==> src/rtl/branch_resolve_unit.sv <==
// EX-stage branch resolution: outcome/target, mispredict redirect with flushes,
// 2-bit bimodal history table for fetch prediction, and branch perf counters.
module branch_resolve_unit #(
    parameter int unsigned BHT_IDX_W = 6,
    parameter int unsigned XLEN      = 32
) (
    input  logic            clk,
    input  logic            rst,
    input  logic            ex_valid,
    input  logic            ex_stall,
    input  logic            ex_is_branch,
    input  logic            ex_is_jal,
    input  logic            ex_is_jalr,
    input  logic            ex_branch_cond,
    input  logic            ex_pred_taken,
    input  logic [XLEN-1:0] ex_pc,
    input  logic [XLEN-1:0] ex_imm,
    input  logic [XLEN-1:0] ex_rs1,
    input  logic [XLEN-1:0] if_pc,
    output logic            if_pred_taken,
    output logic            redirect_valid,
    output logic [XLEN-1:0] redirect_pc,
    output logic            flush_if_id,
    output logic            flush_id_ex,
    output logic            misalign_exc,
    output logic [XLEN-1:0] misalign_addr,
    output logic [31:0]     perf_branches,
    output logic [31:0]     perf_mispredicts
);

    localparam int unsigned BHT_ENTRIES = 2 ** BHT_IDX_W;
    localparam int unsigned PERF_W      = 32;

    typedef enum logic {
        RUN    = 1'b0,
        SHADOW = 1'b1
    } state_t;

    state_t state_q, state_d;

    logic [1:0] bht_q [BHT_ENTRIES];

    logic                 resolve;
    logic                 is_jalr;
    logic                 is_jal;
    logic                 is_cond;
    logic                 taken;
    logic                 misalign;
    logic                 redirect;
    logic                 bht_we;
    logic [XLEN-1:0]      jalr_sum;
    logic [XLEN-1:0]      target;
    logic [XLEN-1:0]      nxt_pc;
    logic [BHT_IDX_W-1:0] ex_idx;
    logic [BHT_IDX_W-1:0] if_idx;
    logic [1:0]           bht_cur;
    logic [1:0]           bht_nxt;

    assign if_idx        = if_pc[BHT_IDX_W+1:2];
    assign ex_idx        = ex_pc[BHT_IDX_W+1:2];
    assign if_pred_taken = bht_q[if_idx][1];

    // Outcome, target, mispredict and next-state decode; jalr > jal > branch.
    always_comb begin
        state_d  = state_q;
        resolve  = 1'b0;
        is_jalr  = 1'b0;
        is_jal   = 1'b0;
        is_cond  = 1'b0;
        taken    = 1'b0;
        jalr_sum = '0;
        target   = '0;
        nxt_pc   = '0;
        misalign = 1'b0;
        redirect = 1'b0;
        bht_we   = 1'b0;
        bht_cur  = bht_q[ex_idx];
        bht_nxt  = bht_q[ex_idx];

        resolve  = ex_valid & ~ex_stall & (state_q == RUN);
        is_jalr  = ex_is_jalr;
        is_jal   = ex_is_jal & ~ex_is_jalr;
        is_cond  = ex_is_branch & ~ex_is_jal & ~ex_is_jalr;
        taken    = is_jalr | is_jal | (is_cond & ex_branch_cond);

        jalr_sum = ex_rs1 + ex_imm;
        target   = is_jalr ? {jalr_sum[XLEN-1:1], 1'b0} : (ex_pc + ex_imm);
        nxt_pc   = taken ? target : (ex_pc + XLEN'(32'd4));

        misalign = resolve & taken & (target[1:0] != 2'b00);
        redirect = resolve & ~misalign &
                   (is_jal | is_jalr | (is_cond & (taken != ex_pred_taken)));

        // Saturating 2-bit counter update for resolved conditional branches
        bht_we = resolve & is_cond;
        if (ex_branch_cond) begin
            if (bht_cur != 2'b11) bht_nxt = bht_cur + 2'd1;
        end else begin
            if (bht_cur != 2'b00) bht_nxt = bht_cur - 2'd1;
        end

        case (state_q)
            RUN:    if (redirect) state_d = SHADOW;
            SHADOW: state_d = RUN;
        endcase
    end

    always_ff @(posedge clk) begin
        if (rst) begin
            state_q          <= RUN;
            redirect_valid   <= 1'b0;
            redirect_pc      <= '0;
            flush_if_id      <= 1'b0;
            flush_id_ex      <= 1'b0;
            misalign_exc     <= 1'b0;
            misalign_addr    <= '0;
            perf_branches    <= '0;
            perf_mispredicts <= '0;
        end else begin
            state_q          <= state_d;
            redirect_valid   <= redirect;
            flush_if_id      <= redirect;
            flush_id_ex      <= redirect;
            misalign_exc     <= misalign;
            if (redirect) redirect_pc <= nxt_pc;
            if (misalign) misalign_addr <= target;
            perf_branches    <= perf_branches + PERF_W'(bht_we);
            perf_mispredicts <= perf_mispredicts + PERF_W'(redirect);
        end
    end

    always_ff @(posedge clk) begin
        if (rst) begin
            for (int unsigned i = 0; i < BHT_ENTRIES; i++) bht_q[i] <= 2'b01;
        end else if (bht_we) begin
            bht_q[ex_idx] <= bht_nxt;
        end
    end

    logic unused_bits;
    assign unused_bits = ^{if_pc[XLEN-1:BHT_IDX_W+2], if_pc[1:0], jalr_sum[0]};

endmodule

==> config.mk <==
export PLATFORM = sky130hd
export DESIGN_NAME = branch_resolve_unit
export DESIGN_NICKNAME = d
export VERILOG_FILES = /design/src/rtl/branch_resolve_unit.sv
export SDC_FILE = /design/constraint.sdc
export NUM_CORES = 1
export LEC_CHECK = 0
export BUFFER_PORTS_ARGS = -buffer_cell sky130_fd_sc_hd__buf_2
export CORE_ASPECT_RATIO = 0.7
export CORE_UTILIZATION = 30
export CTS_CLUSTER_DIAMETER = 80
export DETAILED_ROUTE_END_ITERATION = 10
export PLACE_DENSITY_LB_ADDON = 0.15
export SLEW_MARGIN = 20
export SYNTH_ARGS = -nofsm -noshare
export SYNTH_HDL_FRONTEND = slang
export SYNTH_SLANG_ARGS = --single-unit
==> constraint.sdc <==
create_clock -name clk -period 10.5 [get_ports clk]
set_input_delay 1.05 -clock clk [delete_from_list [all_inputs] [get_ports clk]]
set_output_delay 1.05 -clock clk [all_outputs]
set_load 0.005 [all_outputs]
==> impl_metrics.tcl, run 1 <==
set metrics [dict create \
    status "finished clean" \
    cts_setup_buffers 0 \
    rrSetupSlack_ps 6670 \
    vias_per_cell 5.47 \
    area_growth_pct 17.6 \
    cp.arrival_ps 5570 \
    routed_wl_um 59700 \
    worst-path-buf-inv 4 \
    rsz0062_at_grt "no" \
    netlist-cell-type-count 71 \
    finalNetCount 2197 \
    synthTopCellsByCount "nor2_1 (215), nand2_1 (182), dfxtp_1 (131), edfxtp_1 (128), nand3_1 (105)" \
    grt_max_degree 80 \
    cts_buffer_depth 3 \
    critical-path-top-delay-family "simple AND/OR/NAND/NOR gates" \
    cap_violations 0 \
    cts_buffers 31 \
    grt-ovfl-total 0 \
    sequentialPowerShare_pct 40.1 \
    syn_nets 2016 \
    p_per_area_nw_per_um2 143 \
    drv_slew 0 \
    htree_levels 1 \
    path_class "in -> reg" \
    die_w_um 282 \
    postCtsHoldBufs 0 \
    postSynthCellCount 1811 \
    pin_count 270 \
    dieHeight_um 198 \
    leakage_nw 7.43 \
    yosysMostFrequentCell "nor2_1" \
    ant_nets 0 \
    antenna_found_initial 3 \
    peakVddDrop_v 0.000119 \
    layout-drive-gt1-share_pct 18.9 \
    synth_largest_area_cell "edfxtp_1" \
    ys_ff_latch 259 \
    ys.warnings.count 0 \
    hp-class "reg -> reg" \
    cp_cell_sequence "buf_2 -> ha_1 -> fa_1 -> mux2_2 -> o21ai_1 -> nand3_1 -> buf_4 -> inv_1 -> buf_4 -> ha_1 -> nand3_1 -> nor2_1 -> and4_1 -> and4_1 -> nor2b_1 -> nand2b_1 -> or3_1 -> a21oi_1" \
    grt_usage_pct 21.2 \
    die-area_sq_um 55700 \
    gp_congestion 0.993 \
    synth.yosys.seq_area_share_pct 39.4 \
    hold_end "redirect_pc[9]$_SDFFE_PP0N_" \
    grt_pass1_wl_um 89800 \
    reg2reg_depth 17 \
    clock-root-buffer "clkbuf_16" \
    setup_tns_ps 0 \
    syn_area_per_cell_sq_um 9.07 \
    critical_path.max_stage_delay_ps 560 \
    clock.fmax_mhz 197 \
    hpwl_um 43600 \
    core_sq_um 53900 \
    cts_tree "built" \
    drt_iter0_drc 1510 \
    worstHoldPathCells 2 \
    dp.cells 2689 \
    p_int_mw 1.93 \
    grt_pass1_vias 14083 \
    cts.sinks 259 \
    critPathMaxFanout 27 \
    netlist_area_sq_um 16400 \
    clock_power_share_pct 39.8 \
    async_flop_share_pct 0 \
    hold_viol 0 \
    power.switching_mw 0.828 \
    critPathLaunchType "input port" \
    netSwitchingFraction_pct 30.0 \
    worstPathRequired_ps 11000 \
    worst_pin_slew_ps 1210 \
    crit_path_top_delay_cell "fa_1" \
    initial_core_util_pct 30.5 \
    setup_viol 0 \
    synth_top_area_share_pct 23.4 \
    n_fill_cell 5548 \
    synth-edff-count 128 \
    vias 15032 \
    dr.pass1.iters 6 \
    port_buffers 243 \
    rr_startpoint "state_q$_SDFF_PP0_" \
    clkLatencyLatePin_ps 590 \
    fin_crit_ps 5060 \
    cts_resized 0 \
    r2r_end "perf_mispredicts[31]$_SDFF_PP0_" \
    clkTransAtPathRegs_ps 60 \
    ys_top_cells_by_area "edfxtp_1 (23%), dfxtp_1 (16%), mux4_2 (5.2%), ha_1 (5.0%), nor2_1 (4.9%)" \
    final.period_utilization_pct 48.2 \
    wl_per_cell_um 21.7 \
    crit_start "ex_imm[0]" \
    synth-main-ff-cell "dfxtp_1" \
    endpoint_kind "flop" \
    drc_errors 0 \
    slew_headroom_pct 17.3 \
    hold_ws_ps 450 \
    std_cell_rows 71 \
    combPwrFrac_pct 20.1 \
    min-delay-start "redirect_pc[9]$_SDFFE_PP0N_" \
    final_cells 2749 \
    clock_skew_ps 15.3 \
]
## cell families after synthesis
logic type | count (synthesis) | share of synthesized area [%]
flops | 259 | 39.4
simple gates | 716 | 20.5
compound gates | 412 | 16.5
buf+inv | 150 | 3.73
mux | 77 | 7.65
xor+xnor | 127 | 6.77
fa+ha+maj | 70 | 5.40
## worst register-to-register path, delay by kind of cell, from the launching register on
family | cells | cell delay (ps)
AO/OA/AOI/OAI | 2 | 260
adder cells (fa/ha/maj) | 1 | 260
buffers and inverters | 3 | 660
flip-flops | 1 | 310
AND/OR/NAND/NOR | 11 | 2280
## layout make-up
cell class | count | area, sq um | area share [%]
well taps | 730 | 913 | 4.73
multi-input cells | 1402 | 9380 | 48.5
repair buffers | 269 | 1420 | 7.34
inverters | 29 | 109 | 0.564
clock buffers | 39 | 847 | 4.38
diodes | 2 | 5.00 | 0.0259
flip-flops and latches | 259 | 6470 | 33.5
clock inverters | 19 | 183 | 0.946
## power by group through the flow
| stage | registers, mW | logic [mW] | clock network [mW] |
|---|---|---|---|
| floorplan | 1.12 | 0.348 | 0 |
| global placement | 1.13 | 0.545 | 0 |
| detailed placement | 1.13 | 0.546 | 0 |
| CTS | 1.11 | 0.549 | 1.13 |
| global route | 1.11 | 0.604 | 1.17 |
| finish | 1.11 | 0.553 | 1.10 |
## worst max path at each step
| stage | cells after the start | to | slack, ps |
|---|---|---|---|
| 6_report | 18 | perf_mispredicts[31]$_SDFF_PP0_ | 5440 |
| 4_1_cts | 11 | bht_q[26][1]$_SDFFCE_PN0P_ | 5500 |
| 3_3_place_gp | 18 | perf_mispredicts[31]$_SDFF_PP0_ | 4920 |
| 5_1_grt | 18 | perf_mispredicts[31]$_SDFF_PP0_ | 5190 |
| 3_5_place_dp | 18 | perf_mispredicts[31]$_SDFF_PP0_ | 4930 |
| 2_1_floorplan | 16 | perf_mispredicts[31]$_SDFF_PP0_ | 5620 |
## per-stage QoR
step / cell area (sq um) / total power, mW / setup WS, ps / util [%]
detailed placement: 18300 / 1.67 / 4930 / 33.9
global placement: 18300 / 1.67 / 4920 / 33.9
finish: 19300 / 2.76 / 5440 / 35.8
global route: 19300 / 2.88 / 5190 / 35.8
CTS: 19300 / 2.78 / 5500 / 35.8
floorplan: 16400 / 1.47 / 5620 / -
## per-layer routing
layer / track usage, % / share of wire, % / up-vias
met1: 32.8 / 49 / 7255
met2: 29.2 / 39 / 644
met4: 3.84 / 1.7 / 2
met3: 5.42 / 9.6 / 63
met5: 0 / 0.028 / -
li1: - / - / 7068
## state kept, by name, summed over array words and instances, names as in the netlist
| register | flops |
|---|---|
| perf_mispredicts | 32 |
| redirect_pc | 32 |
| misalign_addr | 32 |
| flush_id_ex | 1 |
| state_q | 1 |
| perf_branches | 32 |
| bht_q | 128 |
| misalign_exc | 1 |
## layout by cell type (no fill, tap or decap), types with 15 or more instances in the layout
| cell type | count |
|---|---|
| a211oi_1 | 47 |
| a21o_1 | 47 |
| a21oi_1 | 95 |
| and3_1 | 23 |
| buf_2 | 242 |
| buf_4 | 26 |
| clkbuf_16 | 31 |
| dfxtp_1 | 131 |
| edfxtp_1 | 128 |
| ha_1 | 66 |
| inv_1 | 29 |
| mux2i_1 | 31 |
| mux4_2 | 38 |
| nand2_1 | 182 |
| nand2b_1 | 25 |
| nand3_1 | 105 |
| nand4_1 | 25 |
| nor2_1 | 212 |
| nor2b_1 | 16 |
| nor3_1 | 30 |
| nor4_1 | 33 |
| o21ai_0 | 79 |
| o21bai_1 | 31 |
| or3_1 | 15 |
| xnor2_1 | 48 |
| xor2_1 | 79 |
(Power assumes the default switching activity.)
==> run 2: changes to the inputs <==
==> constraint.sdc (replaced) <==
create_clock -name clk -period 4.92 [get_ports clk]
set_input_delay 0.492 -clock clk [delete_from_list [all_inputs] [get_ports clk]]
set_output_delay 0.492 -clock clk [all_outputs]
set_load 0.005 [all_outputs]
==> run 2 against run 1 <==
Compared with the run above: wire length rose by 1.9%; critical path depth decreased by 8; critical endpoint is now bht_q[4][0]$_SDFFCE_PN1P_; clock power is 110% higher; first-iteration DRC count is 23% lower; utilization is 0.14 points higher; sequential power rose by 110%; die area unchanged; total power is 110% higher.
==> impl_metrics.tcl, run 2 (synthesis gave the netlist of run 1 again) <==
set metrics [dict create \
    critical_path.max_stage_delay_ps 570 \
    power.switching_mw 1.76 \
    hp-class "in -> reg" \
    die-area_sq_um 55700 \
    cap_violations 0 \
    placed_cell_area_sq_um 18400 \
    critPathLaunchType "input port" \
    cts_buffers 31 \
    fin_crit_ps 3820 \
    cts_tree "built" \
    status "finished clean" \
    grt_pass1_wl_um 90000 \
    grt_max_degree 76 \
    vias 14932 \
    wl_per_cell_um 22.0 \
    finalPower_mw 5.83 \
    grt_pass1_vias 14020 \
    rr_startpoint "bht_q[38][0]$_SDFFCE_PN1P_" \
    finalNetCount 2214 \
    die_w_um 282 \
    sequentialPowerShare_pct 40.5 \
    crit_start "ex_pc[4]" \
    hpwl_um 45200 \
    ant_nets 0 \
    leakage_nw 7.48 \
    cts.sinks 259 \
    postCtsHoldBufs 0 \
    pin_count 270 \
    finish.instance_area_sq_um 19400 \
    crit_top_cell "nor2_1" \
    drv_slew 0 \
    layout-drive-gt1-share_pct 19.1 \
    antenna_found_initial 4 \
    dieHeight_um 198 \
    area_growth_pct 18.1 \
    setup_viol 0 \
    drc_errors 0 \
    worst_pin_slew_ps 1030 \
    cts_setup_buffers 0 \
    combPwrFrac_pct 20.7 \
    cts_buffer_depth 3 \
    peakVddDrop_v 0.000272 \
    dp.cells 2706 \
    grt_usage_pct 21.4 \
    drt_iter0_drc 1166 \
    clock_skew_ps 12.7 \
    hold_ws_ps 258 \
    cp_cell_sequence "buf_2 -> nor2_1 -> a221oi_1 -> nor2_1 -> o21ai_0 -> o221ai_1 -> nor3_1 -> maj3_2 -> buf_4 -> nand3_1" \
    rsz0062_at_grt "no" \
    crit_path_top_delay_cell "buf_2" \
    cts_resized 0 \
    routed_wl_um 60900 \
    mostFrequentLayoutCells "buf_2 (242), nor2_1 (214), nand2_1 (182)" \
    clock.fmax_mhz 262 \
    core_sq_um 53900 \
    cp.arrival_ps 4100 \
    clkTransAtPathRegs_ps 60 \
    clock-root-buffer "clkbuf_16" \
    slew_headroom_pct 30.9 \
    final_cells 2761 \
    grt-ovfl-total 0 \
    clock_power_share_pct 38.8 \
    final.period_utilization_pct 77.6 \
    largest_register_ffs 128 \
    dr.pass1.iters 5 \
    gp_congestion 1.02 \
    path_class "in -> reg" \
    critical-path-top-delay-family "simple AND/OR/NAND/NOR gates" \
    hold_viol 0 \
    min-delay-start "rst" \
    largest_register "bht_q" \
    final_common_cell "buf_2" \
    worst-path-buf-inv 2 \
    p_int_mw 4.06 \
    endpoint_kind "flop" \
    std_cell_rows 71 \
    initial_core_util_pct 30.5 \
    clkLatencyLatePin_ps 590 \
    p_per_area_nw_per_um2 300 \
    vias_per_cell 5.41 \
    netSwitchingFraction_pct 30.3 \
    port_buffers 243 \
    setup_tns_ps 0 \
    worstPathRequired_ps 5210 \
    htree_levels 1 \
    critPathMaxFanout 26 \
]
## run 2: cell type report
class	instances	area (sq um)
Timing Repair Buffer	286	1570
Inverter	29	109
Sequential cell	259	6470
Tap cell	730	913
Clock inverter	11	114
Antenna cell	1	2.50
Fill cell	5539	34500
Multi-Input combinational cell	1402	9370
Clock buffer	43	851
## run 2: worst paths after layout
check / endpoint / slack (ps) / cells after the start
max: bht_q[4][0]$_SDFFCE_PN1P_ / 1100 / 10
min: misalign_addr[22]$_SDFFE_PP0P_ / 260 / 2
max reg2reg: bht_q[57][1]$_SDFFCE_PN0P_ / 1530 / 9
min reg2reg: redirect_pc[9]$_SDFFE_PP0N_ / 450 / 2
## run 2: worst register-to-register path: stages (launching register included)
cell and delay [ps]:
edfxtp_1 370, mux4_2 460, mux2i_1 320, o22ai_1 250
a221o_1 350, nor4_1 360, maj3_1 380, buf_4 210
nand2b_1 340, nor3_1 90
## run 2: through the flow
step	setup WS, ps	utilization, %
2_1_floorplan	603	-
3_3_place_gp	615	34.2
3_5_place_dp	626	34.2
4_1_cts	1230	36.0
5_1_grt	930	36.0
6_report	1100	36.0
## run 2: power groups by stage
stage          Combinational (mW)  Clock [mW]  Sequential (mW)
4_1_cts                      1.19        2.32             2.36
5_1_grt                      1.31        2.40             2.37
2_1_floorplan               0.744           0             2.40
3_3_place_gp                 1.18           0             2.40
6_report                     1.21        2.26             2.36
3_5_place_dp                 1.19           0             2.41
## run 2: layer usage
metal / global-route usage [%] / part of all wire [%] / wire length [um] / vias to the layer above
li1: - / - / - / 7103
met1: 32.7 / 51 / 30800 / 7237
met2: 29.2 / 39 / 23600 / 525
met3: 6.63 / 9.1 / 5550 / 61
met4: 3.44 / 1.5 / 888 / 6
met5: 0 / 0.076 / 46 / -
==> run 3: changes to the inputs <==
--- a/config.mk
+++ b/config.mk
@@ -5,6 +5,7 @@
 export SDC_FILE = /design/constraint.sdc
 export NUM_CORES = 1
 export LEC_CHECK = 0
+export ABC_AREA = 1
 export BUFFER_PORTS_ARGS = -buffer_cell sky130_fd_sc_hd__buf_2
 export CORE_ASPECT_RATIO = 0.7
 export CORE_UTILIZATION = 30
==> constraint.sdc (replaced) <==
create_clock -name clk -period 3.65 [get_ports clk]
set_input_delay 0.365 -clock clk [delete_from_list [all_inputs] [get_ports clk]]
set_output_delay 0.365 -clock clk [all_outputs]
set_load 0.005 [all_outputs]
==> run 3 against run 2 <==
Compared with the run above: clock power increased by 42%; synthesized cell count increased by 51%; die area increased by 11%; count of clock-buffer cells in the layout decreased by 4; largest power group is now the clock network.
==> impl_metrics.tcl, run 3 <==
set metrics [dict create \
    status "finished clean" \
    layout-drive-gt1-share_pct 13.5 \
    synth_largest_area_cell "edfxtp_1" \
    synthTopCellsByCount "nand2_1 (656), inv_1 (423), nor2_1 (365), nand3_1 (223), a21oi_1 (173)" \
    core_sq_um 59900 \
    grt_max_degree 59 \
    cts_buffer_depth 3 \
    htree_levels 1 \
    initial_core_util_pct 30.3 \
    ys_top_cells_by_area "edfxtp_1 (21%), dfxtp_1 (14%), nand2_1 (14%), inv_1 (8.7%), nor2_1 (7.5%)" \
    critPathLaunchType "input port" \
    wl_per_cell_um 20.4 \
    critPathMaxFanout 3 \
    clock-root-buffer "clkbuf_16" \
    std_cell_rows 75 \
    synth-edff-count 128 \
    hp-class "in -> reg" \
    clock_skew_ps 18.2 \
    slew_headroom_pct 33.9 \
    antenna_found_initial 1 \
    netlist_area_sq_um 18200 \
    vias 19388 \
    synth.yosys.seq_area_share_pct 35.6 \
    port_buffers 243 \
    peakVddDrop_v 0.000357 \
    crit_path_top_delay_cell "fa_1" \
    hold_ws_ps 225 \
    clkLatencyLatePin_ps 600 \
    n_fill_cell 6543 \
    placed_cell_area_sq_um 20500 \
    grt_usage_pct 24.7 \
    cp_cell_sequence "buf_2 -> ha_1 -> fa_1 -> or2_2 -> o211ai_1 -> buf_4 -> nor2_1 -> nor2_2 -> nand2_1 -> nor2_4 -> ha_1 -> ha_1 -> nand3_1 -> nor2_2 -> nand3_1 -> nor3_2 -> nand4_1 -> nor2_4 -> buf_4 -> nand2_1 -> o21ai_0 -> a21oi_1" \
    finalNetCount 3185 \
    area_growth_pct 18.5 \
    vias_per_cell 5.08 \
    clkTransAtPathRegs_ps 60 \
    p_per_area_nw_per_um2 387 \
    drt_iter0_drc 1770 \
    routed_wl_um 77700 \
    cap_violations 0 \
    dieHeight_um 208 \
    critical-path-top-delay-family "simple AND/OR/NAND/NOR gates" \
    gp_congestion 0.964 \
    ys.warnings.count 0 \
    ys_ff_latch 259 \
    final.period_utilization_pct 92.9 \
    largest_register "bht_q" \
    cts.sinks 259 \
    final_cells 3813 \
    drc_errors 0 \
    pin_count 270 \
    rsz0062_at_grt "no" \
    syn_nets 2936 \
    hold_viol 0 \
    yosysMostFrequentCell "nand2_1" \
    grt-ovfl-total 0 \
    cts_buffers 31 \
    cts_tree "built" \
    syn_area_per_cell_sq_um 6.65 \
    synth-main-ff-cell "dfxtp_1" \
    async_flop_share_pct 0 \
    cp.arrival_ps 3880 \
    setup_tns_ps 0 \
    drv_slew 0 \
    leakage_nw 9.78 \
    clock.fmax_mhz 295 \
    crit_top_cell "ha_1" \
    die_w_um 296 \
    synth_top_area_share_pct 21.2 \
    finish.instance_area_sq_um 21500 \
    worst-path-buf-inv 3 \
    endpoint_kind "flop" \
    worst_pin_slew_ps 981 \
    grt_pass1_wl_um 114000 \
    netlist-cell-type-count 47 \
    fin_crit_ps 3390 \
    die-area_sq_um 61600 \
    grt_pass1_vias 17829 \
    dr.pass1.iters 6 \
    ant_nets 0 \
    mostFrequentLayoutCells "nand2_1 (655), inv_1 (422), nor2_1 (362)" \
    finalPower_mw 8.33 \
    final_common_cell "nand2_1" \
    worstPathRequired_ps 4140 \
    critical_path.max_stage_delay_ps 420 \
    postSynthCellCount 2731 \
    setup_viol 0 \
    dp.cells 3753 \
    path_class "in -> reg" \
    largest_register_ffs 128 \
    hpwl_um 60700 \
]
run 3: cell count changes after synthesis, sizes merged, moves of 38 or more:
| cell | previous run | this run |
|---|---|---|
| nand2 | 182 | 659 |
| inv | 29 | 433 |
| nor2 | 215 | 371 |
| nand3 | 105 | 230 |
| a21oi | 95 | 173 |
| o21ai | 80 | 154 |
| xor2 | 79 | 26 |
| a211oi | 48 | 0 |
| a21o | 47 | 2 |
| clkbuf | 92 | 53 |
| xnor2 | 48 | 9 |
| mux4 | 38 | 0 |
run 3: area by class of cell:
cell class                      instances  area [sq um]  share of cell area, %
Sequential cell                       259          6470                   30.0
Antenna cell                            1          2.50                 0.0116
Inverter                              434          1630                   7.59
Multi-Input combinational cell       1944          9590                   44.5
Clock inverter                         18           160                  0.744
Timing Repair Buffer                  310          1780                   8.27
Clock buffer                           39           888                   4.12
Tap cell                              808          1010                   4.69
run 3: worst paths after layout:
check / start / end / slack, ps / cells after the start
worst min register to register: misalign_addr[2]$_SDFFE_PP0P_ / misalign_addr[2]$_SDFFE_PP0P_ / 470 / 2
worst min-delay path: ex_pc[0] / redirect_pc[0]$_SDFFE_PP0N_ / 220 / 4
worst max-delay path: ex_pc[0] / perf_mispredicts[22]$_SDFF_PP0_ / 260 / 22
worst max register to register: state_q$_SDFF_PP0_ / perf_mispredicts[22]$_SDFF_PP0_ / 820 / 19
run 3: cell families (layout without fill, tap and decap cells):
kind of cell               after synthesis  after routing  synth area share [%]
and+or+nand+nor                       1405           1405                  32.8
buffers and inverters                  528            801                  11.8
AOI/OAI and AO/OA                      436            436                  13.4
DFF                                    259            259                  35.6
adders and majority gates               68             68                  4.77
xor gates and xnor gates                35             35                  1.69
other                                    0              1                     0
run 3: what timing repair did:
action,4_1_cts,5_1_grt
hold buffers,0,0
resized for setup,0,2
setup buffers,0,2
endpoints found under the setup margin,0,3
run 3: power breakdown:
group	internal [mW]	switching, mW	leakage [nW]
sequential	3.13	0.0579	2.17
combinational	0.572	1.36	7.08
clock	1.87	1.35	0.528
total	5.57	2.77	9.78
run 3: layer usage:
layer  GRT usage (%)  part of all wire [%]
met1            38.5                    49
met2            32.9                    38
met3            6.36                    10
met4            5.97                   2.5
met5               0                     0
run 3: worst register-to-register path, delay by kind of cell, from the launching register on:
family	cells	cell delay, ps
buffers and inverters	3	330
DFF	1	310
AOI/OAI and AO/OA	2	190
and+or+nand+nor	12	1530
adders and majority gates	2	360
run 3: per-stage QoR:
| stage | util (%) | worst slack, ps |
|---|---|---|
| floorplan | - | -5.58 |
| global placement | 34.2 | -222 |
| detailed placement | 34.2 | -319 |
| CTS | 35.9 | 323 |
| global route | 36.0 | 19.5 |
| finish | 36.0 | 259 |
